[config.mk]
export PLATFORM = sky130hd
export DESIGN_NAME = dyn_brnch_pred_tournament_param
export DESIGN_NICKNAME = d
export VERILOG_FILES = /design/src/rtl/dyn_brnch_pred_tournament_param.sv
export SDC_FILE = /design/constraint.sdc
export NUM_CORES = 1
export LEC_CHECK = 0
export CAP_MARGIN = 20
export CORE_MARGIN = 2
export CORE_UTILIZATION = 60
export DETAILED_ROUTE_END_ITERATION = 7
export PLACE_DENSITY = 0.73
export SKIP_LAST_GASP = 1
export SYNTH_ARGS = -nofsm -noshare
export SYNTH_HDL_FRONTEND = slang
export SYNTH_SLANG_ARGS = --single-unit
[constraint.sdc]
create_clock -name clk -period 9.85 [get_ports clk]
set_input_delay 1.97 -clock clk [delete_from_list [all_inputs] [get_ports clk]]
set_output_delay 1.97 -clock clk [all_outputs]
set_load 0.005 [all_outputs]
[src/rtl/dyn_brnch_pred_tournament_param.sv]
// Tournament branch predictor: gshare global component, per-branch local
// history component and a per-PC chooser. Predicts in IF, remembers the
// prediction context, and trains every table from that context at ID resolve.
module dyn_brnch_pred_tournament_param #(
  parameter int PC_IDX_W = 5,
  parameter int GHR_W    = 5,
  parameter int LHIST_W  = 5,
  parameter int CTR_W    = 2,
  parameter int STAT_W   = 16
) (
  input  logic                clk,
  input  logic                rst_n,
  input  logic [PC_IDX_W-1:0] brch_pc_idx,
  input  logic                brch_valid_if,
  input  logic                brch_resolve_id,
  input  logic                brch_hazard_stall,
  input  logic                actual_brch_result,
  output logic                predict_br_taken,
  output logic                mispredict,
  output logic [STAT_W-1:0]   stat_branches,
  output logic [STAT_W-1:0]   stat_mispredicts
);

  localparam int PC_DEPTH   = 1 << PC_IDX_W;
  localparam int LPHT_DEPTH = 1 << LHIST_W;
  // Weakly not-taken / weakly local: MSB clear, all lower bits set.
  localparam logic [CTR_W-1:0] CTR_INIT = CTR_W'((1 << (CTR_W - 1)) - 1);
  localparam logic [CTR_W-1:0] CTR_MAX  = {CTR_W{1'b1}};
  localparam logic [CTR_W-1:0] CTR_ZERO = {CTR_W{1'b0}};
  localparam logic [STAT_W-1:0] STAT_MAX = {STAT_W{1'b1}};

  // Saturating up/down step; never wraps at either end.
  function automatic logic [CTR_W-1:0] ctr_step(input logic [CTR_W-1:0] c, input logic up);
    logic [CTR_W-1:0] r;
    r = c;
    if (up) begin
      if (c != CTR_MAX) r = c + CTR_W'(1);
      else              r = c;
    end else begin
      if (c != CTR_ZERO) r = c - CTR_W'(1);
      else               r = c;
    end
    return r;
  endfunction

  // Saturating statistics increment.
  function automatic logic [STAT_W-1:0] stat_inc(input logic [STAT_W-1:0] s);
    logic [STAT_W-1:0] r;
    if (s != STAT_MAX) r = s + STAT_W'(1);
    else               r = s;
    return r;
  endfunction

  // Prediction tables and history
  logic [CTR_W-1:0]    gpht_q    [PC_DEPTH];
  logic [CTR_W-1:0]    lpht_q    [LPHT_DEPTH];
  logic [CTR_W-1:0]    chooser_q [PC_DEPTH];
  logic [LHIST_W-1:0]  lht_q     [PC_DEPTH];
  logic [GHR_W-1:0]    ghr_q;

  // Captured prediction context of the branch that will resolve next
  logic                ctx_valid_q;
  logic [PC_IDX_W-1:0] ctx_pc_q;
  logic [PC_IDX_W-1:0] ctx_gidx_q;
  logic [LHIST_W-1:0]  ctx_lh_q;
  logic                ctx_pg_q;
  logic                ctx_pl_q;
  logic                ctx_pred_q;

  logic                misp_q;
  logic [STAT_W-1:0]   stat_br_q;
  logic [STAT_W-1:0]   stat_mis_q;

  // Combinational lookup signals
  logic [PC_IDX_W-1:0] ghr_ext;
  logic [PC_IDX_W-1:0] g_idx;
  logic [LHIST_W-1:0]  lh;
  logic                p_g;
  logic                p_l;
  logic                sel_g;
  logic                pred_raw;
  logic                cap;
  logic                upd;
  logic [GHR_W:0]      ghr_shift;
  logic [GHR_W-1:0]    ghr_d;
  logic [LHIST_W:0]    lht_shift;
  logic [LHIST_W-1:0]  lht_d;

  // Zero-latency lookup of all three components for the IF branch.
  always_comb begin
    ghr_ext              = '0;
    ghr_ext[GHR_W-1:0]   = ghr_q;
    g_idx                = brch_pc_idx ^ ghr_ext;
    lh                   = lht_q[brch_pc_idx];
    p_g                  = gpht_q[g_idx][CTR_W-1];
    p_l                  = lpht_q[lh][CTR_W-1];
    sel_g                = chooser_q[brch_pc_idx][CTR_W-1];
    pred_raw             = sel_g ? p_g : p_l;
    predict_br_taken     = pred_raw & brch_valid_if;
  end

  // Capture/update qualifiers and shifted histories (shift in resolved outcome).
  always_comb begin
    cap       = brch_valid_if & ~brch_hazard_stall;
    upd       = brch_resolve_id & ~brch_hazard_stall & ctx_valid_q;
    ghr_shift = {ghr_q, actual_brch_result};
    ghr_d     = ghr_shift[GHR_W-1:0];
    lht_shift = {lht_q[ctx_pc_q], actual_brch_result};
    lht_d     = lht_shift[LHIST_W-1:0];
  end

  // Context register: a new capture wins over the clear caused by an update.
  always_ff @(posedge clk or negedge rst_n) begin
    if (!rst_n) begin
      ctx_valid_q <= 1'b0;
      ctx_pc_q    <= '0;
      ctx_gidx_q  <= '0;
      ctx_lh_q    <= '0;
      ctx_pg_q    <= 1'b0;
      ctx_pl_q    <= 1'b0;
      ctx_pred_q  <= 1'b0;
    end else if (cap) begin
      ctx_valid_q <= 1'b1;
      ctx_pc_q    <= brch_pc_idx;
      ctx_gidx_q  <= g_idx;
      ctx_lh_q    <= lh;
      ctx_pg_q    <= p_g;
      ctx_pl_q    <= p_l;
      ctx_pred_q  <= pred_raw;
    end else if (upd) begin
      ctx_valid_q <= 1'b0;
    end
  end

  // Table training from the captured context only.
  always_ff @(posedge clk or negedge rst_n) begin
    if (!rst_n) begin
      for (int i = 0; i < PC_DEPTH; i++) begin
        gpht_q[i]    <= CTR_INIT;
        chooser_q[i] <= CTR_INIT;
        lht_q[i]     <= '0;
      end
      for (int j = 0; j < LPHT_DEPTH; j++) begin
        lpht_q[j] <= CTR_INIT;
      end
    end else if (upd) begin
      gpht_q[ctx_gidx_q] <= ctr_step(gpht_q[ctx_gidx_q], actual_brch_result);
      lpht_q[ctx_lh_q]   <= ctr_step(lpht_q[ctx_lh_q], actual_brch_result);
      lht_q[ctx_pc_q]    <= lht_d;
      // Chooser only learns when the components disagreed.
      if (ctx_pg_q != ctx_pl_q) begin
        chooser_q[ctx_pc_q] <= ctr_step(chooser_q[ctx_pc_q], ctx_pg_q == actual_brch_result);
      end
    end
  end

  // Global history, registered mispredict flag and saturating statistics.
  always_ff @(posedge clk or negedge rst_n) begin
    if (!rst_n) begin
      ghr_q      <= '0;
      misp_q     <= 1'b0;
      stat_br_q  <= '0;
      stat_mis_q <= '0;
    end else if (upd) begin
      ghr_q     <= ghr_d;
      misp_q    <= (ctx_pred_q != actual_brch_result);
      stat_br_q <= stat_inc(stat_br_q);
      if (ctx_pred_q != actual_brch_result) begin
        stat_mis_q <= stat_inc(stat_mis_q);
      end
    end else begin
      misp_q <= 1'b0;
    end
  end

  assign mispredict       = misp_q;
  assign stat_branches    = stat_br_q;
  assign stat_mispredicts = stat_mis_q;

endmodule

* Yosys cells after proc, flatten, opt, wreduce, memory -nomap -nowiden
Cells that the tools add are included.
** Storage, ports and cells
- Flip-flop bits (word level) :: 409
- Bits in latches :: 0
- Bits in writable memories :: 0
- Bits in read-only memories :: 0
- Word-level logic and storage cells :: 239
- Memories kept :: 0
** Operators by class
- $add $sub $neg :: 8
- Multipliers :: 0
- Div/mod/pow operators :: 0
- Order comparisons :: 9
- Equal/unequal tests :: 8
- Shift-type cells :: 0
- Muxes and demuxes :: 53
- Bitwise gates (word level) :: 12
- Reductions and logical operators :: 10
** Operators with widths (number)
- bitwise mux 64 bit :: 3
- bitwise mux 160 bit :: 1
- binary-select mux 2 bit (select 5 bit) :: 6
- two-way mux 2 bit :: 28
- binary-select mux 5 bit (select 5 bit) :: 2
- >= comparator 6 bit, second input constant :: 6
- NOT 5 -> 6 bit :: 6
- adder 16 x 1 -> 16 bit, second input constant :: 2
- != test 16 bit, second input constant :: 2
- demux 2 bit (select 5 bit) :: 3
- demux 5 bit (select 5 bit) :: 1
- < comparator 6 x 1 -> 1 bit, second input constant :: 3
- two-way mux 5 bit :: 3
- two-way mux 4 bit :: 2
- nonzero test 2 bit :: 4
- adder 2 x 1 -> 2 bit, second input constant :: 3
- != test 2 bit, second input constant :: 3
- subtractor 2 x 1 -> 2 bit, second input constant :: 3
- bitwise XOR 5 bit :: 1
- bitwise AND 1 bit :: 4
- two-way mux 1 bit :: 4
- AND reduction 2 bit :: 2
- logical AND 1 bit :: 3
- AND reduction 3 bit :: 1
- 3 further kinds :: 4

* Depth between registers and ports, before layout
- Depth in word-level cells :: 10
- Mapped depth :: 14

* Worst setup path before layout
OpenSTA, ideal clock, no wires.
- Path kind :: input to output
- Start :: in brch_pc_idx[1]
- End :: out predict_br_taken
- Data arrival time :: 4.630 ns
- Slack :: 3.250 ns
- Stages on the path :: 11
- Buffers on the path :: 3
- Cell sequence :: clkbuf_1 -> buf_4 -> buf_2 -> mux4_2 -> mux4_2 -> mux2i_4 -> and2b_4 -> a22oi_1 -> nand2_1 -> mux4_2 -> a21oi_1
** Between the ends
- Cells in the longest elaborated chain, start to end :: 10
- Elaborated cells on any way between the ends :: 18
- Classes of those cells :: mux: 13; bitwise: 5
** RTL lines
- start: declaration :: line 13 : input logic [PC_IDX_W-1:0] brch_pc_idx,
- NOT 5 -> 6 bit (implied by the code) :: line 94, 97
- binary-select mux 5 bit (select 5 bit) :: line 94 : lh = lht_q[brch_pc_idx];
- two-way mux 5 bit (implied by the code) (2 in a row) :: line 94
- NOT 5 -> 6 bit (implied by the code) :: line 96 : p_l = lpht_q[lh][CTR_W-1];
- binary-select mux 2 bit (select 5 bit) :: line 96
- two-way mux 2 bit (implied by the code) (2 in a row) :: line 96
- two-way mux 1 bit * :: line 98 : pred_raw = sel_g ? p_g : p_l;
- bitwise AND 1 bit * :: line 99 : predict_br_taken = pred_raw & brch_valid_if;
- end: declaration :: line 18 : output logic predict_br_taken,
Every way passes the cells marked *; elsewhere a longest branch is shown, timed or not. The select of a mux whose other input is x is not followed.

* Final worst setup path
- Start :: in brch_pc_idx[0]
- End :: out predict_br_taken
Same word-level chain as after synthesis.

==> results.sh <==
export IMPL_setup_violations=0
export IMPL_rsz0062_at_grt="false"
export IMPL_netlist_area_leader_share=0.375
export IMPL_cp_arrival_ns=6.14
export IMPL_cts_sinks=409
export IMPL_endpoint_kind="output pin"
export IMPL_cts_tree="done"
export IMPL_hpwl_um=31500
export IMPL_cellPowerDensity_nw_per_um2=192
export IMPL_overflow=0
export IMPL_p_leak_nw=10.2
export IMPL_grt_pass1_wl_um=77200
export IMPL_synth_edff_count=0
export IMPL_synth_area_leaders="dfrtp_1 37%, mux2_2 20%, mux4_2 14%"
export IMPL_synth_seq_cells=409
export IMPL_first_iter_violations=1031
export IMPL_worst_slew_pin_slew_ns=1.08
export IMPL_grt_total_usage=0.278
export IMPL_num_rows=68
export IMPL_clk_pin_slew_ns=0.06
export IMPL_crit_fanout=33
export IMPL_hold_path_class="reg2reg"
export IMPL_fin_setup_tns_ns=0
export IMPL_fmaxAchievable_ghz=0.123
export IMPL_ant_nets=0
export IMPL_hold_violations=0
export IMPL_insertion_delay_ns=0.58
export IMPL_synth_distinct_cells=45
export IMPL_skew_ns=0.0213
export IMPL_drive_gt1_frac=0.465
export IMPL_synth_warnings=0
export IMPL_finalNetCount=1509
export IMPL_yosysSeqAreaShare=0.496
export IMPL_netlist_area_um2=20900
export IMPL_ios=45
export IMPL_totalWireLength_um=48100
export IMPL_fp_dieH_um=191
export IMPL_drc=0
export IMPL_n_antenna_cell=0
export IMPL_portBuffers=44
export IMPL_slew_viol_final=0
export IMPL_peakVddDrop_uv=149
export IMPL_syn_nets=1492
export IMPL_htree_levels=2
export IMPL_area_delta_synth_final_pct=11.2
export IMPL_max_slew_margin=0.277
export IMPL_firstDrtPassIters=5
export IMPL_die_w_um=191
export IMPL_cts_buffers=44
export IMPL_synth_main_ff_cell="dfrtp_1"
export IMPL_cts_hold_fix_buffers=0
export IMPL_outcome="completed"
export IMPL_clockBufferDepth=3
export IMPL_cts_resized_gates=0
export IMPL_timing_max_cap_violations=0
export IMPL_fp_coreArea_um2=34500
export IMPL_cts_setup_buffers=0
export IMPL_crit_type="in2out"
export IMPL_routed_via_density=6.47
export IMPL_required_ns=7.88
export IMPL_critPathLaunchType="input pin"
export IMPL_grt_pass1_vias=13400
export IMPL_synth_top_area_cell="dfrtp_1"
export IMPL_post_route_min_period_ns=8.11
export IMPL_gp_congestion=0.857
export IMPL_cts_root_buf="clkbuf_16"
export IMPL_antenna_found_initial=0
export IMPL_num_vias=12800
export IMPL_start_util=0.606
export IMPL_synthCells=1479
export IMPL_finalCritPeriodShare=0.823
export IMPL_avgSynthCellArea_um2=14.1
export IMPL_routedWlPerCell_um=24.2
export IMPL_fin_area_um2=23200
export IMPL_grt_max_degree=164
export IMPL_place_area_um2=21700
export IMPL_synthArstFlopShare=1.00
export IMPL_fp_dieArea_um2=36300
## report_power, final
group          switching (mW)  internal (mW)  leakage (nW)
clock                   0.692          0.995         0.733
combinational           0.389          0.367          4.21
sequential              0.163           1.86          5.30
## worst max-delay path: stages
cell	delay, ns
buf_2	0.75
nor2b_1	0.37
a22oi_1	0.15
nand4b_1	0.13
o31a_1	0.15
and3_1	0.83
mux2i_1	0.22
a22oi_1	0.23
nand2_1	0.07
mux4_2	0.52
a21oi_1	0.15
clkdlybuf4s50_1	0.55
## final cells by class
type	count	area, um^2
Fill cell	2433	11200
Timing Repair Buffer	72	731
Multi-Input combinational cell	967	10100
Sequential cell	409	10400
Inverter	2	7.51
Tap cell	455	569
Clock buffer	60	1280
Clock inverter	18	194
## final timing paths
| check | cells after the start | from | slack, ns | end |
|---|---|---|---|---|
| worst min register to register | 1 | stat_mispredicts[15] | 0.49 | stat_mispredicts[15] |
| worst max register to register | 6 | ctx_pc_q[0] | 5.84 | lht_q[128] |
| max in group asynchronous | 2 | rst_n | 6.82 | ctx_pc_q[0] |
| worst min-delay path | 1 | stat_mispredicts[15] | 0.49 | stat_mispredicts[15] |
| worst max-delay path | 12 | brch_pc_idx[0] | 1.74 | predict_br_taken |
| min in group asynchronous | 1 | rst_n | 1.48 | lpht_q[3] |
## routing by layer
layer,vias to the layer above,track usage,share of wire
met4,0,0.112,0.038
met2,328,0.438,0.48
met1,6779,0.392,0.43
li1,5611,-,-
met3,112,0.0445,0.049
met5,-,0,0
## synthesized netlist by cell type (8+ instances only)
cell type,n
xor2_1,12
xnor2_1,27
a22oi_1,56
nand3_1,24
dfrtp_1,313
mux2i_1,36
buf_2,14
nor2_1,73
clkbuf_1,70
nor3_1,12
mux4_1,9
and2_1,8
nand4_1,16
and3_1,13
nand2_1,111
buf_1,12
o21ai_0,8
mux4_2,132
mux2_2,364
dfstp_2,96
## cells in the final DEF, fill, tap and decap left out, types with 9 or more instances in the layout
cell type,n
xor2_1,12
nand3_1,24
mux2_2,364
dfstp_2,96
clkbuf_8,10
nor2_1,73
nand2_1,111
clkbuf_16,46
mux4_1,9
buf_4,22
nor3_1,12
and3_1,13
nand4_1,16
xnor2_1,27
mux2i_1,36
dfrtp_1,311
a22oi_1,56
mux4_2,132
clkdlybuf4s50_1,41
## sequential cells by signal, summed over array words and instances (netlist names)
name / flops
lpht_q: 64
ctx_lh_q: 5
stat_mispredicts: 16
lht_q: 160
ctx_valid_q: 1
ctx_pg_q: 1
ctx_pc_q: 5
gpht_q: 64
mispredict: 1
ghr_ext: 5
ctx_pred_q: 1
chooser_q: 64
ctx_pl_q: 1
stat_branches: 16
ctx_gidx_q: 5
## stage by stage
stage / setup WS [ns] / instances / utilization / total power, mW / hold slack [ns]
final: 1.74 / 1983 / 0.675 / 4.47 / 0.494
after global routing: 1.37 / 1983 / 0.675 / 4.66 / 0.509
after CTS: 1.75 / 1978 / 0.671 / 4.46 / 0.497
after detailed placement: 1.75 / 1900 / 0.629 / 2.76 / 0.481
after global placement: 1.92 / 1900 / 0.629 / 2.74 / 0.473
after floorplan: 3.25 / 1479 / - / 2.51 / 0.465
## cell families (layout without fill, tap and decap cells)
| kind of cell | count (synthesis) | count (layout) | synth area share |
|---|---|---|---|
| multiplexers | 543 | 543 | 0.369 |
| flip-flops | 409 | 409 | 0.496 |
| AND/OR/NAND/NOR | 308 | 308 | 0.0707 |
| buffers and inverters | 103 | 152 | 0.0210 |
| AO/OA/AOI/OAI | 69 | 69 | 0.0235 |
| XOR/XNOR | 39 | 39 | 0.0163 |
| adder cells (fa/ha/maj) | 8 | 8 | 0.00407 |
No activity file was read; power rests on OpenSTA's default activity.
